[src/rtl/decrypt_link_pkg.sv]
// Shared constants and FSM state type for the serial AES-decrypt link.
package decrypt_link_pkg;
  localparam int BLK_W       = 128;
  localparam int CNT_W       = 7;
  localparam int TIMEOUT_CYC = 4096;

  typedef enum logic [1:0] {
    ST_IDLE  = 2'd0,
    ST_SHIFT = 2'd1,
    ST_WAIT  = 2'd2
  } host_state_e;
endpackage

[src/rtl/decrypt_serial_rx.sv]
// Plaintext deserialiser: LSB-first shift-in on pt_vld, 128-bit framing,
// rx_done on the final sample and frame_err on an early drop of pt_vld.
module decrypt_serial_rx #(
  parameter int BLK_W = decrypt_link_pkg::BLK_W
) (
  input  logic             clk,
  input  logic             rst,
  input  logic             i_clr,
  input  logic             i_pt,
  input  logic             i_pt_vld,
  output logic [BLK_W-1:0] o_rx_data,
  output logic             o_rx_done,
  output logic             o_frame_err
);
  import decrypt_link_pkg::*;

  logic [CNT_W-1:0] r_cnt;
  logic [BLK_W-2:0] r_sh;
  logic [BLK_W-1:0] w_next;

  // Only the upper 127 bits are kept; the oldest bit falls out on each shift.
  assign w_next      = {i_pt, r_sh};
  assign o_rx_data   = w_next;
  assign o_rx_done   = !i_clr && i_pt_vld && (r_cnt == CNT_W'(BLK_W - 1));
  assign o_frame_err = !i_clr && !i_pt_vld && (r_cnt != '0);

  always_ff @(posedge clk or negedge rst) begin
    if (!rst) begin
      r_cnt <= '0;
      r_sh  <= '0;
    end else if (i_clr) begin
      r_cnt <= '0;
      r_sh  <= '0;
    end else if (i_pt_vld) begin
      r_sh  <= w_next[BLK_W-1:1];
      r_cnt <= r_cnt + 1'b1;
    end else if (r_cnt != '0) begin
      r_cnt <= '0;
    end
  end
endmodule

[src/rtl/decrypt_serial_host.sv]
// Host endpoint of the serial decrypt link: serialises ct/rkey, collects plaintext.
// Optional WAIT watchdog enabled by defining DECRYPT_HOST_TIMEOUT_EN.
module decrypt_serial_host #(
  parameter int BLK_W       = decrypt_link_pkg::BLK_W,
  parameter int TIMEOUT_CYC = decrypt_link_pkg::TIMEOUT_CYC
) (
  input  logic             clk,
  input  logic             rst,
  input  logic [BLK_W-1:0] ct_in,
  input  logic [BLK_W-1:0] rkey_in,
  input  logic             blk_valid,
  output logic             blk_ready,
  output logic             ct,
  output logic             rkey,
  output logic             ct_rt_en,
  input  logic             pt,
  input  logic             pt_vld,
  output logic [BLK_W-1:0] pt_out,
  output logic             pt_out_valid,
  input  logic             pt_out_ready,
  output logic             busy,
  output logic             overrun,
  output logic             frame_err,
  output logic             timeout,
  input  logic             clr_err
);
  import decrypt_link_pkg::*;

  host_state_e      r_state;
  logic [BLK_W-1:0] r_ct_sh;
  logic [BLK_W-1:0] r_rkey_sh;
  logic [CNT_W-1:0] r_bit_cnt;
  logic             r_ct_rt_en;
  logic [BLK_W-1:0] r_pt_out;
  logic             r_pt_out_valid;
  logic             r_overrun;
  logic             r_frame_err;

  logic [BLK_W-1:0] w_rx_data;
  logic             w_rx_done;
  logic             w_frame_evt;
  logic             w_ovr_evt;
  logic             w_to_fire;

  decrypt_serial_rx #(.BLK_W(BLK_W)) u_rx (
    .clk        (clk),
    .rst        (rst),
    .i_clr      (w_to_fire),
    .i_pt       (pt),
    .i_pt_vld   (pt_vld),
    .o_rx_data  (w_rx_data),
    .o_rx_done  (w_rx_done),
    .o_frame_err(w_frame_evt)
  );

`ifdef DECRYPT_HOST_TIMEOUT_EN
  logic [15:0] r_to_cnt;
  logic        r_timeout;

  assign w_to_fire = (r_state == ST_WAIT) && !w_rx_done &&
                     (r_to_cnt == 16'(TIMEOUT_CYC - 1));

  always_ff @(posedge clk or negedge rst) begin
    if (!rst) begin
      r_to_cnt  <= '0;
      r_timeout <= 1'b0;
    end else begin
      r_to_cnt <= (r_state == ST_WAIT) ? r_to_cnt + 1'b1 : '0;
      if (w_to_fire)    r_timeout <= 1'b1;
      else if (clr_err) r_timeout <= 1'b0;
    end
  end
  assign timeout = r_timeout;
`else
  assign w_to_fire = 1'b0;
  assign timeout   = 1'b0;
`endif

  // Transmit FSM: a block shifts out over exactly 128 back-to-back cycles.
  always_ff @(posedge clk or negedge rst) begin
    if (!rst) begin
      r_state    <= ST_IDLE;
      r_ct_sh    <= '0;
      r_rkey_sh  <= '0;
      r_bit_cnt  <= '0;
      r_ct_rt_en <= 1'b0;
    end else begin
      case (r_state)
        ST_IDLE: begin
          if (blk_valid) begin
            r_ct_sh    <= ct_in;
            r_rkey_sh  <= rkey_in;
            r_bit_cnt  <= '0;
            r_ct_rt_en <= 1'b1;
            r_state    <= ST_SHIFT;
          end
        end
        ST_SHIFT: begin
          r_ct_sh   <= r_ct_sh >> 1;
          r_rkey_sh <= r_rkey_sh >> 1;
          r_bit_cnt <= r_bit_cnt + 1'b1;
          if (r_bit_cnt == CNT_W'(BLK_W - 1)) begin
            r_ct_rt_en <= 1'b0;
            r_state    <= ST_WAIT;
          end
        end
        ST_WAIT: begin
          if (w_rx_done || w_to_fire) r_state <= ST_IDLE;
        end
        default: begin
          r_state    <= ST_IDLE;
          r_ct_rt_en <= 1'b0;
        end
      endcase
    end
  end

  assign w_ovr_evt = w_rx_done && r_pt_out_valid && !pt_out_ready;

  // Output buffer holds one plaintext block; a new one is dropped while it is unread.
  always_ff @(posedge clk or negedge rst) begin
    if (!rst) begin
      r_pt_out       <= '0;
      r_pt_out_valid <= 1'b0;
      r_overrun      <= 1'b0;
      r_frame_err    <= 1'b0;
    end else begin
      if (w_rx_done && (!r_pt_out_valid || pt_out_ready)) begin
        r_pt_out       <= w_rx_data;
        r_pt_out_valid <= 1'b1;
      end else if (r_pt_out_valid && pt_out_ready) begin
        r_pt_out_valid <= 1'b0;
      end
      if (w_ovr_evt)    r_overrun <= 1'b1;
      else if (clr_err) r_overrun <= 1'b0;
      if (w_frame_evt)  r_frame_err <= 1'b1;
      else if (clr_err) r_frame_err <= 1'b0;
    end
  end

  assign blk_ready    = (r_state == ST_IDLE);
  assign busy         = (r_state != ST_IDLE);
  assign ct           = r_ct_sh[0];
  assign rkey         = r_rkey_sh[0];
  assign ct_rt_en     = r_ct_rt_en;
  assign pt_out       = r_pt_out;
  assign pt_out_valid = r_pt_out_valid;
  assign overrun      = r_overrun;
  assign frame_err    = r_frame_err;
endmodule

[config.mk]
export PLATFORM = sky130hd
export DESIGN_NAME = decrypt_serial_host
export DESIGN_NICKNAME = d
export VERILOG_FILES = /design/src/rtl/decrypt_link_pkg.sv /design/src/rtl/decrypt_serial_rx.sv /design/src/rtl/decrypt_serial_host.sv
export SDC_FILE = /design/constraint.sdc
export NUM_CORES = 1
export LEC_CHECK = 0
export CORE_UTILIZATION = 45
export CTS_CLUSTER_SIZE = 25
export DETAILED_ROUTE_END_ITERATION = 7
export GPL_ROUTABILITY_DRIVEN = 0
export GPL_TIMING_DRIVEN = 0
export PLACE_DENSITY_LB_ADDON = 0.1
export SLEW_MARGIN = 30
export SYNTH_ARGS = -nofsm -noshare
export SYNTH_HDL_FRONTEND = slang
export SYNTH_SLANG_ARGS = --single-unit
[constraint.sdc]
create_clock -name clk -period 2.2 [get_ports clk]
set_clock_uncertainty 0.2 [all_clocks]
set_input_delay 0.44 -clock clk [delete_from_list [all_inputs] [get_ports clk]]
set_output_delay 0.44 -clock clk [all_outputs]
set_load 0.02 [all_outputs]
After elaboration in Yosys (flattened, before gate mapping) --
Cells that the tools add are included.
Cells by class: reductions and logical operators 21, multiplexer cells 20, bitwise gates (word level) 1, multipliers 0, add/subtract/negate cells 2, equality and inequality tests 7, $lt $le $gt $ge 0, div/mod/pow operators 0, shift operators 0
Operators with widths (count):
- 128-bit one-hot mux with 2 select lines | 2
- 128-bit two-way mux | 2
- 7-bit two-way mux | 3
- 7-bit by 1-bit adder with 7-bit output (second input constant) | 2
- 7-bit equality test (second input constant) | 2
- 7-bit one-hot mux with 2 select lines | 1
- 2-bit nonzero test | 6
- 1-bit two-way mux | 7
- 7-bit nonzero test | 1
- 1-bit logical AND | 6
- 2-bit two-way mux | 3
- 2-bit != test (second input constant) | 3
- 2-bit one-hot mux with 3 select lines | 1
- 3-bit AND reduction | 2
- 1-bit zero test | 3
- 1-bit one-hot mux with 3 select lines | 1
- 2-bit by 1-bit equality test with 1-bit output (second input constant) | 1
- 2-bit equality test (second input constant) | 1
- 2-bit zero test | 1
- 2-bit AND reduction | 1
- 1-bit logical OR | 1
- 1-bit inverter | 1
Storage, ports and cells: bits in writable memories 0, memories kept 0, bits in latches 0, register bits 531, output and inout bits 137, bits in read-only memories 0, logic and storage cells 62, input bits 263

Longest topological paths before layout --
Gate-level depths: netlist (run 1).
depth after elaboration 5, gate-level depth with buffers 7, depth with buffers taken out 4

Cells and area by module --
From an unflattened synthesis (run 1), not the netlist that was laid out.
Unflattened totals: cell total of the unflattened synthesis 1937, area total of the unflattened synthesis 22828.1 sq um
Modules (own cells, without submodules):
- decrypt_serial_host | seq. area each 9934.5 sq um, area each 17341.6 sq um, cells each 1484, instances 1
- decrypt_serial_rx | seq. area each 3353.2 sq um, area each 5486.5 sq um, cells each 453, instances 1

Worst setup path after synthesis (run 1) --
Ideal clock, no wire load.
path kind reg-to-output, from register r_state[0], to output port busy, cell stages (with the launch flop) 6, data required time 1560 ps, arrival time 1341 ps, setup slack 219 ps, path buffers 3, path through dfrtp_1 > buf_2 > buf_2 > clkbuf_1 > nor2_1 > inv_1
Between the ends: longest elaborated chain between the ends 1
Ends and longest elaborated chain:
- start: declaration | RTL line decrypt_serial_host.sv:29 | host_state_e r_state;
- start signal: assignment | RTL line decrypt_serial_host.sv:82 | r_state <= ST_IDLE;
- start signal: assignment | RTL line decrypt_serial_host.sv:95 | r_state <= ST_SHIFT;
- start signal: assignment | RTL line decrypt_serial_host.sv:104 | r_state <= ST_WAIT;
- 2-bit nonzero test | RTL line decrypt_serial_host.sv:142 | assign busy = (r_state != ST_IDLE);
- end: declaration | RTL line decrypt_serial_host.sv:21 | output logic busy,
Every way passes these cells.

Worst setup path in the final report (run 1) --
Same ends and word-level chain as after synthesis.

==> results of run 1 <==
==> routing by layer <==
metal | up-vias | global-route usage, % | wire length, µm
met1 | 9006 | 29.6 | 26700
li1 | 8444 | - | -
met4 | 12 | 7.74 | 1550
met5 | - | 0 | 93
met2 | 497 | 35.8 | 29400
met3 | 111 | 5.49 | 4170
==> cells by family (layout without fill, tap and decap cells) <==
group	after synthesis	in the layout	synth area share [%]
simple gates	295	295	7.58
compound gates	788	788	19.2
other cells	1	15	0.0156
xor+xnor	3	3	0.109
flops	531	531	55.3
mux	258	258	13.6
buf+inv	182	700	3.99
fa+ha+maj	3	3	0.156
==> layout by cell type, fill, tap and decap left out, types with 2 or more instances in the layout <==
cell type,n
nand2b_1,2
mux2_4,100
clkdlybuf4s50_1,260
buf_16,6
buf_4,10
buf_12,14
diode_2,14
a21oi_1,259
clkbuf_16,59
dfrtp_1,530
o21ai_1,89
buf_2,52
inv_1,6
nor2_1,7
bufinv_16,5
buf_6,5
a22o_1,5
clkbuf_2,32
o32ai_1,2
nor2b_1,258
dlygate4sd2_1,134
o21ai_0,173
clkbuf_8,25
clkbuf_1,79
nand3_1,4
or3_1,2
a22oi_1,254
ha_1,2
xor2_1,2
mux2_2,138
mux2_1,20
nand2_1,13
clkinv_2,9
==> final cells by class <==
type,instances,share of cell area (%)
timing repair buffer,412,13.1
sequential,531,42.7
multi-input combinational,1348,31.5
antenna,14,0.113
clock buffer,92,5.91
buffer,172,3.17
clock inverter,17,0.747
tap,688,2.76
inverter,7,0.0844
==> worst register-to-register path: cells and delay by family, from the launching register on <==
family	cells	cell delay [ns]
buffers and inverters	4	1.17
flip-flops	1	0.39
AO/OA/AOI/OAI	2	0.27
==> final timing paths <==
kind                                                  end  slack, ns  cells after the start
worst max register to register    r_ct_sh[59]$_DFFE_PN0P_       0.07                      6
worst min-delay path               pt_out[54]$_DFFE_PN0P_      -0.50                      1
min in group clk                      overrun$_DFFE_PN0P_       0.12                      3
worst min register to register    pt_out[117]$_DFFE_PN0P_       0.28                      1
max in group asynchronous       r_rkey_sh[88]$_DFFE_PN0P_       0.43                      5
worst max-delay path                                 busy       0.06                      4
==> flip-flops by register name, summed over array words and instances, names as in the netlist, 2 cells and up <==
name / flops
r_bit_cnt: 7
u_rx.r_sh: 127
r_rkey_sh: 128
r_state: 2
r_ct_sh: 128
pt_out: 128
u_rx.r_cnt: 7
==> timing repair <==
| item | CTS | global route |
|---|---|---|
| pin swaps | 1 | 2 |
| buffers inserted | 3 | 5 |
| endpoints found under the hold margin | 68 | 94 |
| resized for setup | 160 | 61 |
| setup endpoints to repair | 279 | 437 |
==> power groups by stage <==
stage,sequential [µW],combinational (µW),clock (µW)
finish,14000,6310,10300
global route,14400,7170,11000
CTS,14000,6330,10600
detailed placement,14100,6340,0
global placement,14000,6000,0
floorplan,13600,4590,0
==> through the flow <==
step	setup TNS [ns]	setup slack, ns	hold WS (ns)	power, µW	instances
detailed placement	-196.54	-0.610	0.231	20400	3152
finish	0	0.0584	-0.497	30700	3281
global route	-0.685	-0.0605	-0.486	32500	3271
floorplan	0	0.219	-0.0556	18200	2061
global placement	-	-23.15	0.273	20100	3146
CTS	-0.143	-0.104	-0.449	30900	3262
==> key figures, run 1 <==
Power
  • Sw frac: between 20% and 30%
  • Sequential share of power: approximately 46%
  • Power per cell area: 985 mW/mm²
  • Psw: a little under 9000 µW
  • Leak Pwr: approximately 0.014 µW
  • Cell Int Power: roughly 22000 µW
  • Peak supply drop: 0.717 mV
  • Combinational share of power: 20.6%
  • Clk pwr share: around 34%

Synthesis
  • Asr flop ratio synth: between 90% and 100%
  • Top FF cell, synth: dfrtp_1
  • Mapped Avg Cell Area: around 12 µm²
  • Synth top area cells: dfrtp_1, a22oi_1, nor2b_1, mux2_2, mux2_4
  • Mapped Area: approximately 0.024 mm²
  • Syn nets: around 2300
  • Post-Synthesis Cells: just over 2000
  • Synth area leader: dfrtp_1
  • Synth Register Bits: between 500 and 600
  • Top cell type's share of synthesized area: about 55%
  • Most frequent cell after synthesis: dfrtp_1
  • Post-synthesis cell type count: 41
  • Post-synthesis sequential area ratio: 55.3%
  • Ys Warns: 0
  • Post-synth EDFFs: 0
  • Post-synth top cells: dfrtp_1, a21oi_1, nor2b_1

Setup path
  • Cell family with most CP delay: flip-flops
  • Worst Path Max Fanout: 10
  • CP max stage delay: 0.43 ns
  • Reg-to-Reg Start: r_state[1]$_DFFE_PN0P_
  • Worst path buffer plus inverter count: 3
  • Critical-path top delay cell: dfrtp_2
  • Crit-path cells: buf_12 -> nor2_4 -> inv_2 -> buf_6
  • Critical path launch point type: flip-flop
  • Worst path arrival time: roughly 1.5 ns
  • CP Class: reg2out
  • CP Launch Point: r_state[0]$_DFFE_PN0P_
  • Worst setup EP type: primary output
  • WP data required: ~1.6 ns

Die
  • Std-Cell Core Area: 0.0527 mm²
  • Die X: around 230 µm
  • Io pins: 400
  • Initial core utilization: 45.7%
  • Die Height: ~230 µm
  • Row count: 84
  • Die ar.: ~0.054 mm²

CTS
  • Reg clk slew, reported paths: 0.06 ns
  • CTS Buffer Depth: 3
  • Clock buffer count from CTS: slightly below 60
  • CTS tree: done
  • Clock sinks: approximately 530
  • Max H-tree Level: 2
  • Root buf cell: clkbuf_16
  • Clock latency on the worst-skew pair: 0.61 ns

Placement
  • I/O Buffers: between 300 and 400
  • Cell Area, Placed: around 0.029 mm²
  • Hpwl dp: around 43 mm

Layout
  • Final instance area: slightly above 0.03 mm²
  • # fillers: between 4000 and 5000
  • Multi-input logic area: 0.00980 mm²
  • Sequential Area: 0.0133 mm²
  • Fin nets: between 2000 and 3000
  • Layout cells sized above 1: 18.0%
  • P&R area growth vs syn: 29.5%
  • Final core utilization: roughly 60%

Run
  • Max Cap Violations: 0

Drt
  • Drt pass-1 iters: 5
  • Routed Wire Length: about 62 mm
  • Vias: between 15000 and 20000
  • Drt via density: 5.51
  • Post-DRT Antenna Nets: 0
  • Initial DRC count: 957
  • DRC: 0
  • Routed len/inst: approximately 19 µm

STA
  • Least-Margin Pin Slew: between 0.6 and 0.7 ns
  • Hold Fails Final Rpt: about 190
  • Setup-failing EPs final: 0
  • Final Hold Slack: -0.497 ns
  • Final period utilization: between 90% and 100%
  • RSZ-0062 raised after global routing: true
  • Max Slew Vio Count: 0
  • Fin crit period: between 2 and 2.5 ns
  • Slew headroom: ~54%
  • F_max: around 470 MHz

Global routing
  • Grt total ovfl: 0
  • Initial antenna violation count: 14
  • First-pass GRT wire length: 97.5 mm
  • Vias in the first global route: about 18000
  • Largest net degree at the start of global routing: 84
  • Total track usage: 22.4%

Run status
  • Status: finished, violations left
  • Failing checks: hold timing

Min path
  • Hold crit path type: in2async
(Power assumes the default switching activity.)
==> run 2: changes to the inputs <==
--- a/config.mk
+++ b/config.mk
@@ -6,6 +6,7 @@
 export NUM_CORES = 1
 export LEC_CHECK = 0
 export CORE_UTILIZATION = 45
+export CTS_BUF_LIST = sky130_fd_sc_hd__clkbuf_16
 export CTS_CLUSTER_SIZE = 25
 export DETAILED_ROUTE_END_ITERATION = 7
 export GPL_ROUTABILITY_DRIVEN = 0
==> run 2 against run 1 <==
Against the previous run:
- flip-flop and latch count is the same
- critical path type unchanged
- worst setup slack got worse by 0.00079 ns
- sequential share of layout area is 0.33 points higher
- largest power group unchanged
- combinational power is essentially flat
- the run still ends with hold timing left
==> key figures, run 2 (synthesis gave the netlist of run 1 again) <==
Global routing
  • First-pass GRT wire length: 97.7 mm (was 97.5 mm)
  • Total track usage: 22.5% (was 22.4%)
  • Grt total ovfl: 0 (unchanged)
  • Initial antenna violation count: 14 (unchanged)
  • Largest net degree at the start of global routing: 84 (unchanged)
  • Vias in the first global route: 17900 (about the same)

Drt
  • Vias: 18000 (was 18100)
  • Initial DRC count: 981 (was 957)
  • Drt pass-1 iters: 5 (unchanged)
  • DRC: 0 (unchanged)
  • Drt via density: 5.48 (was 5.51)
  • Routed len/inst: 19.0 µm (was 18.9 µm)
  • Post-DRT Antenna Nets: 0 (unchanged)
  • Routed Wire Length: 62.2 mm (was 62.0 mm)

STA
  • Least-Margin Pin Slew: 0.678 ns (was 0.690 ns)
  • Fin crit period: 2.14 ns (about the same)
  • F_max: 467 MHz (about the same)
  • Hold Fails Final Rpt: 188 (unchanged)
  • Max Slew Vio Count: 0 (unchanged)
  • Final period utilization: 97.4% (was 97.3%)
  • Final Hold Slack: -0.496 ns (was -0.497 ns)
  • Slew headroom: 54.8% (was 54.0%)
  • Setup-failing EPs final: 0 (unchanged)

Setup path
  • Critical-path top delay cell: dfrtp_2 (unchanged)
  • CP max stage delay: 0.43 ns (about the same)
  • CP Capture Point: busy (unchanged)
  • Critical path launch point type: flip-flop (unchanged)
  • R2R cell count: 6 (unchanged)
  • Critical R2R Capture: pt_out[60]$_DFFE_PN0P_ (was r_ct_sh[59]$_DFFE_PN0P_)
  • Worst path buffer plus inverter count: 3 (unchanged)
  • CP Launch Point: r_state[0]$_DFFE_PN0P_ (unchanged)
  • Worst path arrival time: 1.50 ns (about the same)
  • Worst setup EP type: primary output (unchanged)
  • R2r setup slk: 0.09 ns (was 0.07 ns)
  • CP Class: reg2out (unchanged)
  • Reg-to-Reg Start: u_rx.r_cnt[0]$_DFFE_PN0P_ (was r_state[1]$_DFFE_PN0P_)
  • Crit. path cell count: 4 (unchanged)
  • WP data required: 1.56 ns (about the same)
  • Crit-path cells: buf_12 -> nor2_4 -> inv_2 -> buf_6 (unchanged)
  • Cell family with most CP delay: flip-flops (unchanged)
  • Worst Path Max Fanout: 10 (unchanged)

Power
  • Power per cell area: 964 mW/mm² (was 985 mW/mm²)
  • Leak Pwr: 0.0143 µW (was 0.0144 µW)
  • Pwr Total: 29800 µW (was 30700 µW)
  • Peak supply drop: 0.709 mV (was 0.717 mV)

Run status
  • Failing checks: hold timing (unchanged)
  • Status: finished, violations left (unchanged)

Die
  • Row count: 84 (unchanged)
  • Die X: 233 µm (unchanged)
  • Io pins: 400 (unchanged)
  • Die ar.: 0.0544 mm² (unchanged)
  • Initial core utilization: 45.7% (unchanged)
  • Die Height: 233 µm (unchanged)
  • Std-Cell Core Area: 0.0527 mm² (unchanged)

CTS
  • CTS tree: done (unchanged)
  • Clock latency on the worst-skew pair: 0.61 ns (about the same)
  • Root buf cell: clkbuf_16 (unchanged)
  • CTS Buffer Depth: 3 (unchanged)
  • Clock buffer count from CTS: 58 (unchanged)
  • Reg clk slew, reported paths: 0.06 ns (about the same)
  • Clock sinks: 531 (unchanged)
  • Max H-tree Level: 2 (unchanged)

Placement
  • Hpwl dp: 43.2 mm (unchanged)
  • I/O Buffers: 397 (unchanged)

Layout
  • Commonest cells after routing, fill and taps aside: dfrtp_1, clkdlybuf4s50_1, a21oi_1 (unchanged)
  • Layout cells sized above 1: 17.1% (was 18.0%)
  • Most common cell after layout, fill and taps aside: dfrtp_1 (unchanged)
  • P&R area growth vs syn: 28.5% (was 29.5%)
  • Fin nets: 2796 (unchanged)

Min path
  • Hold crit path type: in2async (unchanged)

Run
  • Max Cap Violations: 0 (unchanged)
run 2: cell count changes in the layout (fill, tap and decap cells not counted):
cell      delta
clkbuf_8    -24
clkinv_1    +24
clkbuf_1    -10
inv_1        +9
clkbuf_2     +1
diode_2      -1
run 2: metrics by stage:
stage	util [%]	setup slack (ns)	TNS, ns	cell area, µm²	cells
CTS	58.4	-0.109	-0.152	30800	3262
global route	58.6	-0.00195	-0.00348	30900	3271
detailed placement	55.2	-0.610	-196.54	29000	3152
finish	58.7	0.0577	0	30900	3280
floorplan	-	0.219	0	24000	2061
global placement	54.8	-23.15	-	28900	3146
run 2: area by class of cell:
cell class,instances,area (µm²)
multi-input cells,1348,9800
flip-flops and latches,531,13300
diodes,13,32.5
repair buffers,412,4060
clock inverters,50,357
clock buffers,59,1480
fillers,4407,21800
well taps,688,861
inverters,7,26.3
plain buffers,172,987
run 2: worst min-delay path by stage:
| stage | start | endpoint | depth (start not counted) |
|---|---|---|---|
| finish | rst | pt_out[54]$_DFFE_PN0P_ | 1 |
| global route | rst | pt_out[54]$_DFFE_PN0P_ | 1 |
| CTS | rst | pt_out[54]$_DFFE_PN0P_ | 1 |
| detailed placement | rst | pt_out[54]$_DFFE_PN0P_ | 1 |
| global placement | pt_out[120]$_DFFE_PN0P_ | pt_out[120]$_DFFE_PN0P_ | 1 |
| floorplan | rst | ct_rt_en$_DFFE_PN0P_ | 0 |
run 2: worst register-to-register path: stages, from the launching register on:
cell	delay, ns
dfrtp_1	0.39
ha_2	0.23
nand3_4	0.13
nor3b_4	0.29
buf_12	0.24
buf_12	0.18
mux2_4	0.31
run 2: power breakdown:
part	internal [µW]	switching, µW	leakage [µW]
sequential	12200	1860	0.00698
clock	5420	3990	0.000937
combinational	3430	2880	0.00637
total	21000	8730	0.0143
run 2: what timing repair did:
item,in CTS,in global routing
pin swaps,1,2
endpoints found under the hold margin,68,94
resized for setup,160,63
buffers inserted,3,5
endpoints found under the setup margin,279,437
gates cloned,0,0
run 2: layer usage:
layer  share of wire, %  GRT usage, %
met1                 43          29.7
met2                 48          36.0
met3                6.5          5.49
met4                2.4          7.52
met5               0.15             0
